## src/rtl/fetch_controller.sv

```systemverilog
// Instruction fetch controller: issues one instruction-memory request at a time,
// hands the returned word downstream, follows redirects and traps on
// misaligned targets or a memory that never answers.
module fetch_controller #(
  parameter logic [31:0] RESET_VECTOR = 32'h0000_0000,
  parameter int unsigned MAX_WAIT     = 15
) (
  input  logic        CLK,
  input  logic        ResetN,
  output logic        ImemReq,
  output logic [31:0] ImemAddr,
  input  logic        ImemReady,
  input  logic [31:0] ImemData,
  input  logic        Stall,
  input  logic        Redirect,
  input  logic [31:0] RedirectTarget,
  output logic [31:0] Instr,
  output logic        InstrValid,
  output logic [31:0] PC,
  output logic [31:0] RetiredCount,
  output logic        FetchTimeout,
  output logic        Misaligned
);

  typedef enum logic [2:0] {
    IDLE  = 3'd0,
    FETCH = 3'd1,
    ISSUE = 3'd2,
    DROP  = 3'd3,
    ERROR = 3'd4
  } state_t;

  // The wait counter is 4 bits wide, so MAX_WAIT is expected in 1..15.
  localparam logic [3:0] WAIT_LAST = 4'(MAX_WAIT - 1);

  state_t      state, state_nxt;
  logic [31:0] fetch_pc, fetch_pc_nxt;
  logic [31:0] instr_nxt, pc_nxt, retired_nxt;
  logic        timeout_nxt, misaligned_nxt;
  logic [3:0]  wait_cnt, wait_cnt_nxt;
  logic        redirect_bad;

  assign redirect_bad = Redirect && (RedirectTarget[1:0] != 2'b00);

  // All outputs come straight from registered state.
  assign ImemReq    = (state == FETCH);
  assign ImemAddr   = fetch_pc;
  assign InstrValid = (state == ISSUE);

  // Next-state and next-register-value decode.
  always_comb begin
    // NOTE: every signal assigned here gets a default first, so no path can
    // leave one unassigned and infer a latch.
    state_nxt      = state;
    fetch_pc_nxt   = fetch_pc;
    instr_nxt      = Instr;
    pc_nxt         = PC;
    retired_nxt    = RetiredCount;
    timeout_nxt    = FetchTimeout;
    misaligned_nxt = Misaligned;
    wait_cnt_nxt   = wait_cnt;

    unique case (state)
      IDLE: begin
        state_nxt    = FETCH;
        fetch_pc_nxt = RESET_VECTOR;
        wait_cnt_nxt = 4'd0;
      end

      FETCH: begin
        if (redirect_bad) begin
          misaligned_nxt = 1'b1;
          state_nxt      = ERROR;
        end else if (Redirect) begin
          // A response arriving alongside the redirect is simply dropped;
          // otherwise it is still in flight and must be drained in DROP.
          fetch_pc_nxt = RedirectTarget;
          wait_cnt_nxt = 4'd0;
          state_nxt    = ImemReady ? FETCH : DROP;
        end else if (ImemReady) begin
          instr_nxt = ImemData;
          pc_nxt    = fetch_pc;
          state_nxt = ISSUE;
        end else if (wait_cnt == WAIT_LAST) begin
          timeout_nxt = 1'b1;
          state_nxt   = ERROR;
        end else begin
          wait_cnt_nxt = wait_cnt + 4'd1;
        end
      end

      ISSUE: begin
        if (redirect_bad) begin
          misaligned_nxt = 1'b1;
          state_nxt      = ERROR;
        end else if (Redirect) begin
          fetch_pc_nxt = RedirectTarget;
          wait_cnt_nxt = 4'd0;
          state_nxt    = FETCH;
        end else if (!Stall) begin
          fetch_pc_nxt = fetch_pc + 32'd4;
          retired_nxt  = RetiredCount + 32'd1;
          wait_cnt_nxt = 4'd0;
          state_nxt    = FETCH;
        end
      end

      DROP: begin
        if (redirect_bad) begin
          misaligned_nxt = 1'b1;
          state_nxt      = ERROR;
        end else begin
          // A redirect here only retargets; the stale response is still owed.
          if (Redirect) fetch_pc_nxt = RedirectTarget;
          if (ImemReady) begin
            wait_cnt_nxt = 4'd0;
            state_nxt    = FETCH;
          end else if (wait_cnt == WAIT_LAST) begin
            timeout_nxt = 1'b1;
            state_nxt   = ERROR;
          end else begin
            wait_cnt_nxt = wait_cnt + 4'd1;
          end
        end
      end

      ERROR: begin
        state_nxt = ERROR;
      end

      default: begin
        state_nxt = IDLE;
      end
    endcase
  end

  // State and datapath registers; reset abandons any outstanding request.
  always_ff @(posedge CLK or negedge ResetN) begin
    if (!ResetN) begin
      state        <= IDLE;
      fetch_pc     <= RESET_VECTOR;
      Instr        <= 32'd0;
      PC           <= 32'd0;
      RetiredCount <= 32'd0;
      FetchTimeout <= 1'b0;
      Misaligned   <= 1'b0;
      wait_cnt     <= 4'd0;
    end else begin
      // NOTE: non-blocking assignments so every register samples the values
      // from before this edge, independent of statement order.
      state        <= state_nxt;
      fetch_pc     <= fetch_pc_nxt;
      Instr        <= instr_nxt;
      PC           <= pc_nxt;
      RetiredCount <= retired_nxt;
      FetchTimeout <= timeout_nxt;
      Misaligned   <= misaligned_nxt;
      wait_cnt     <= wait_cnt_nxt;
    end
  end

endmodule
```

## config.mk

```make
export PLATFORM = sky130hd
export DESIGN_NAME = fetch_controller
export DESIGN_NICKNAME = d
export VERILOG_FILES = /design/src/rtl/fetch_controller.sv
export SDC_FILE = /design/constraint.sdc
export NUM_CORES = 1
export LEC_CHECK = 0
export BUFFER_PORTS_ARGS = -buffer_cell sky130_fd_sc_hd__buf_4
export CORE_ASPECT_RATIO = 0.6
export CORE_MARGIN = 4
export CORE_UTILIZATION = 40
export DETAILED_ROUTE_END_ITERATION = 10
export PLACE_DENSITY = 0.75
export SYNTH_ARGS = -nofsm -noshare
export SYNTH_HDL_FRONTEND = slang
export SYNTH_SLANG_ARGS = --single-unit
export TNS_END_PERCENT = 30
```

## constraint.sdc

```tcl
create_clock -name CLK -period 3 [get_ports CLK]
set_input_delay 0.3 -clock CLK [delete_from_list [all_inputs] [get_ports CLK]]
set_output_delay 0.3 -clock CLK [all_outputs]
set_load 0.1 [all_outputs]
```

==> impl_metrics.csv, run 1 <==
group,metric,value,unit
power,peakVddDrop,0.826,mV
outcome,run_status,"completed",
worst_setup_path,rr_endpoint,"ImemAddr[22]",
worst_setup_path,path_class,"register to register",
cells_and_area,final_common_cell,"nand2_1",
routing,ant_nets,0,
yosys,synthXorXnorAreaFrac,4.65,%
floorplan,core.rowCount,35,
cells_and_area,nFillCells,1424,
yosys,synth_top_area_share,53.7,%
cts,clock_sinks,137,
worst_setup_path,required,3.27,ns
routing,first_pass_iters,5,
yosys,muxShareOfSynthArea,0.177,%
worst_setup_path,cpMostUsedCell,"o311ai_0",
min_path,hold_class,"input pin to register",
yosys,syn_area,6380,µm²
floorplan,fp.dieW,171,µm
worst_setup_path,crit_path_end_kind,"register",
yosys,synth_edf_count,0,
yosys,syn_nets,778,
cells_and_area,final_area,8690,µm²
yosys,yosysWarningCount,0,
yosys,ys_top_cells_by_area,"dfrtp_1 54%, nand2_1 14%, o21ai_0 3.3%",
placed_design,port_buffers,200,
worst_setup_path,cp.depth,6,
grt,grt_max_degree,81,
placed_design,place_area,8120,µm²
cts,post-cts-setup-buffers,0,
grt,grt_pass1_vias,5471,
worst_setup_path,cpMaxStageDelayCell,"nor4_4",
routing,avgViaCountPerCell,5.18,
yosys,ys_types,54,
yosys,synthFlopType,"dfrtp_1",
worst_setup_path,cp_top_family,"simple AND/OR/NAND/NOR gates",
worst_setup_path,cp_num_buf_inv,0,
grt,antenna_found_initial,4,
sta,slew_viol_final,0,
floorplan,core,15500,µm²
yosys,synth_compound_area_share,10.3,%
worst_setup_path,crit_start,"ImemAddr[2]",
placed_design,gp_congestion,0.871,
power,p_per_area,1210,nW/µm²
power,fin_total_pwr,10500,µW
floorplan,die_h,106,µm
cts,h-tree-depth,4,
grt,grt-ovfl-total,0,
cells_and_area,nets,975,
sta,worstMarginPinSlew,1.12,ns
worst_setup_path,crit_fanout,10,
floorplan,ios,201,
cts,ctsRootBufferMaster,"clkbuf_16",
sta,relSlewSlack,24.5,%
placed_design,hpwl,13800,µm
yosys,ys_seq_area_share,53.7,%
cells_and_area,n_antenna_cell,0,
worst_setup_path,critPathCapture,"ImemAddr[22]",
yosys,synth.avg_cell_area,9.05,µm²
grt,track_usage,21.1,%
worst_setup_path,rr_worst_depth,6,
yosys,synth_adder_area_share,0.784,%
cts,cts_hold_buf,1,
yosys,synth_largest_area_cell,"dfrtp_1",
worst_setup_path,slowest_delay,0.67,ns
sta,hold_viol_final,0,
cts,cts_tree,"yes",
sta,fin_crit,2.49,ns
routing,wl,19200,µm
sta,period_share,82.9,%
grt,grt_first_pass_wirelength,30300,µm
power,p_leak,0.00439,µW
worst_setup_path,crit_chain,"ha_1, nand4_1, nor4_4, nand2_1, o311ai_0, o311ai_0",
worst_setup_path,rr_startpoint,"ImemAddr[2]",
cts,cts_buffer_depth,2,
worst_setup_path,crit_path_start_kind,"register",
sta,fin_skew,0.00704,ns
routing,vias,5788,
cells_and_area,drive_above_1_share,28.6,%
sta,grt_setup_unrepaired,"false",
floorplan,die_area,18100,µm²
routing,first_iter_violations,487,
floorplan,start_util,41.2,%
routing,drc,0,
yosys,synth_async_sr_flop_share,100,%
yosys,synth_cells,705,
yosys,synth_top_family_by_area,"simple AND/OR/NAND/NOR gates",
cells_and_area,most-common-layout-cells,"235 x nand2_1, 213 x buf_4, 137 x dfrtp_1, 42 x o21ai_0, 36 x nand3_1",
sta,finalSetupViolations,0,
worst_setup_path,reg2reg_setup_slack,0.51,ns
yosys,yosys.area_share.simple,27.2,%
cts,postCtsResizedCells,0,
cells_and_area,syn2layout_area_growth,36.1,%
cts,cts.clk_slew.worst_paths,0.06,ns
sta,fmax,402,MHz
worst_setup_path,cp.arrival,2.76,ns
routing,wl_per_cell,17.2,µm
sta,tns,0,ns
run,drv_cap,0,
yosys,ys_ff_latch,137,
cts,clk_latency,0.42,ns
cts,numCtsBuffers,17,
cells in the mapped netlist (all sizes together), types with 2 or more instances:
master,instances
nor4,5
a31oi,5
nor2b,2
dfrtp,137
a32oi,2
o22ai,2
o21ai,43
nand3,36
xnor2,24
buf,8
o311ai,8
and4,5
nor3b,3
a41oi,4
nor4b,4
o211ai,6
a211oi,2
a21o,2
nor2,28
clkbuf,30
and2,8
or4b,2
nor3,10
inv,11
nand2b,3
nand2,235
nand4,15
a21oi,21
nand3b,2
xor2,9
a22oi,7
and3,12
ha,4
cell type report:
class	instances	area [µm²]	area share, %
sequential	137	3430	39.5
multi-input combinational	519	2770	31.8
timing repair buffer	216	1640	18.9
clock buffer	17	425	4.90
tap	203	254	2.92
clock inverter	15	131	1.51
inverter	11	41.3	0.475
metal layers:
metal | track usage [%] | vias to the layer above | wire length (µm)
met5 | 0 | - | 68
met4 | 5.26 | 8 | 189
met3 | 7.38 | 23 | 1660
met2 | 29.6 | 210 | 7970
met1 | 31.2 | 2743 | 9300
li1 | - | 2804 | -
power breakdown:
part	internal, µW	leakage [µW]	switching, µW
logic	1050	0.00229	4600
registers	2350	0.00184	508
clock network	1090	0.000268	906
total	4500	0.00439	6010
tightest hold or removal path, cell delays in order:
cell,delay (ns)
buf_4,0.07
nand2_1,0.04
nand2_1,0.04
how the worst min path moves through the flow:
stage | slack [ns] | depth (start not counted) | start | to
2_1_floorplan | 0.004 | 0 | ResetN | FetchTimeout
3_3_place_gp | 0.40 | 1 | ResetN | Instr[8]
3_5_place_dp | 0.39 | 1 | ResetN | Instr[8]
4_1_cts | 0.06 | 3 | ImemData[30] | Instr[30]
5_1_grt | 0.07 | 3 | ImemData[6] | Instr[6]
6_report | 0.07 | 3 | ImemData[2] | Instr[2]
stage by stage:
stage	setup slack [ns]	instances	util, %	hold slack (ns)
3_5_place_dp	0.512	1085	52.4	0.393
5_1_grt	0.169	1118	56.0	0.0695
3_3_place_gp	0.698	1085	52.4	0.400
6_report	0.514	1118	56.0	0.0683
2_1_floorplan	0.190	705	-	0.00441
4_1_cts	0.507	1118	56.0	0.0559
state kept, by name, summed over array words and instances, names as in the netlist:
signal,cells
ImemAddr,32
state,3
wait_cnt,4
Instr,32
PC,32
Misaligned,1
RetiredCount,32
FetchTimeout,1
cell families after synthesis:
logic type               count (synthesis)
flip-flops                             137
buffers and inverters                   49
XOR/XNOR                                33
AND/OR/NAND/NOR                        374
AO/OA/AOI/OAI                          107
adder cells (fa/ha/maj)                  4
multiplexers                             1
Note: power is estimated with default switching activity, not from simulation.
==> run 2: changes to the inputs <==
--- a/config.mk
+++ b/config.mk
@@ -10,7 +10,7 @@
 export CORE_MARGIN = 4
 export CORE_UTILIZATION = 40
 export DETAILED_ROUTE_END_ITERATION = 10
-export PLACE_DENSITY = 0.75
+export PLACE_DENSITY = 0.78
 export SYNTH_ARGS = -nofsm -noshare
 export SYNTH_HDL_FRONTEND = slang
 export SYNTH_SLANG_ARGS = --single-unit
==> constraint.sdc (replaced) <==
create_clock -name CLK -period 2.15 [get_ports CLK]
set_input_delay 0.215 -clock CLK [delete_from_list [all_inputs] [get_ports CLK]]
set_output_delay 0.215 -clock CLK [all_outputs]
set_load 0.1 [all_outputs]
==> impl_metrics.csv, run 2 (synthesis gave the netlist of run 1 again) <==
group,metric,value,unit
outcome,run_status,"completed",
min_path,min_path_cells,3,
cells_and_area,nFillCells,1356,
power,power_switching_share,55.5,%
routing,wl,19600,µm
grt,antenna_found_initial,0,
sta,fin_crit,2.04,ns
worst_setup_path,crit_fanout,5,
cells_and_area,seq_area,3490,µm²
floorplan,die_h,106,µm
floorplan,die_area,18100,µm²
routing,ant_nets,0,
worst_setup_path,required,2.45,ns
cts,h-tree-depth,4,
placed_design,dp_slack,0.0764,ns
cells_and_area,nets,1013,
cts,clk_latency,0.41,ns
cts,cts_tree,"yes",
grt,grt-ovfl-total,0,
power,peakVddDrop,0.994,mV
cts,clock_sinks,137,
floorplan,fp.dieW,171,µm
floorplan,core.rowCount,35,
cts,cts.clk_slew.worst_paths,0.06,ns
cells_and_area,most-common-layout-cells,"235 x nand2_1, 228 x buf_4, 105 x dfrtp_1, 42 x o21ai_0, 35 x nand3_1",
cts,cts_buffer_depth,2,
sta,worstMarginPinSlew,0.634,ns
grt,track_usage,21.9,%
worst_setup_path,cp.arrival,2.34,ns
cts,ctsRootBufferMaster,"clkbuf_16",
floorplan,core,15500,µm²
cells_and_area,final_common_cell,"nand2_1",
power,p_int,6670,µW
sta,fin_skew,0.0106,ns
sta,finalSetupViolations,0,
grt,grt_first_pass_wirelength,31500,µm
sta,fmax,491,MHz
sta,setup_ws,0.114,ns
sta,period_share,94.7,%
cts,post-cts-setup-buffers,0,
floorplan,start_util,41.2,%
cells_and_area,n_antenna_cell,0,
cells_and_area,syn2layout_area_growth,44.0,%
grt,grt_max_degree,62,
worst_setup_path,path_class,"register to register",
routing,first_pass_iters,5,
placed_design,gp_congestion,0.832,
sta,hold_viol_final,0,
placed_design,port_buffers,200,
floorplan,ios,201,
worst_setup_path,rr_worst_depth,6,
run,drv_cap,0,
routing,avgViaCountPerCell,5.21,
power,p_comb_share,53.4,%
sta,slew_viol_final,0,
sta,grt_setup_unrepaired,"false",
power,p_per_area,1630,nW/µm²
power,p_leak,0.00455,µW
routing,first_iter_violations,482,
worst_setup_path,crit_path_end_kind,"register",
cells_and_area,multi_input_area,2790,µm²
cells_and_area,drive_above_1_share,32.9,%
routing,wl_per_cell,16.9,µm
sta,relSlewSlack,57.7,%
worst_setup_path,crit_path_start_kind,"register",
placed_design,hpwl,14200,µm
power,seq_power_share,26.8,%
power,p_sw,8330,µW
grt,grt_pass1_vias,5896,
cts,numCtsBuffers,17,
min_path,hold_class,"input pin to register",
routing,drc,0,
power,pwr-share-clk,19.8,%
routing,vias,6024,
power,fin_total_pwr,15000,µW
[run 2: path summary, 6_finish.rpt]
check	startpoint	endpoint	slack, ns
max	state[2]	RetiredCount[13]	0.11
min	ImemData[0]	Instr[0]	0.004
max reg2reg	state[2]	RetiredCount[13]	0.11
min reg2reg	Misaligned	Misaligned	0.47
max in group asynchronous	ResetN	RetiredCount[5]	1.14
min in group asynchronous	ResetN	Instr[16]	0.37
[run 2: worst max-delay path, cell delays in order, from the launching register on]
cell and delay [ns]:
dfrtp_1 0.38, or4b_4 0.60, nor4b_4 0.30, buf_4 0.17, and2_1 0.21, nand3_1 0.12, xnor2_1 0.14
[run 2: metrics by stage]
step                      util [%]  TNS (ns)  area [µm²]  hold slack (ns)  cells
after global routing          59.2         0        9190          0.00966   1156
final                         59.2         0        9190          0.00400   1156
after global placement        53.9         0        8360            0.232   1102
after detailed placement      53.9         0        8360            0.237   1102
after floorplan                  -   -0.0734        6480          -0.0806    705
after CTS                     59.2         0        9180          0.00175   1156
[run 2: power by group through the flow]
stage	Sequential, µW	Combinational (µW)	Clock, µW
floorplan	8770	1320	0
global placement	4020	7930	0
detailed placement	4050	8010	0
CTS	4010	8050	3020
global route	4130	8370	3140
finish	4020	8020	2960
[run 2: repair_timing]
item / in CTS / in global routing
gates resized for setup: 0 / 2
hold buffers: 22 / 0
setup endpoints to repair: 0 / 6
endpoints found under the hold margin: 79 / 0
[run 2: cell type report]
| class | instances | area share [%] |
|---|---|---|
| Tap cell | 203 | 2.77 |
| Sequential cell | 137 | 38.0 |
| Clock buffer | 18 | 4.78 |
| Inverter | 11 | 0.450 |
| Multi-Input combinational cell | 519 | 30.4 |
| Clock inverter | 14 | 1.76 |
| Timing Repair Buffer | 254 | 21.8 |
[run 2: metal layers]
metal	wire length, µm	vias up	GRT usage (%)
met2	8570	264	32.1
met1	9040	2867	32.2
met5	0	-	0
li1	-	2873	-
met3	1760	20	6.30
met4	192	0	4.80
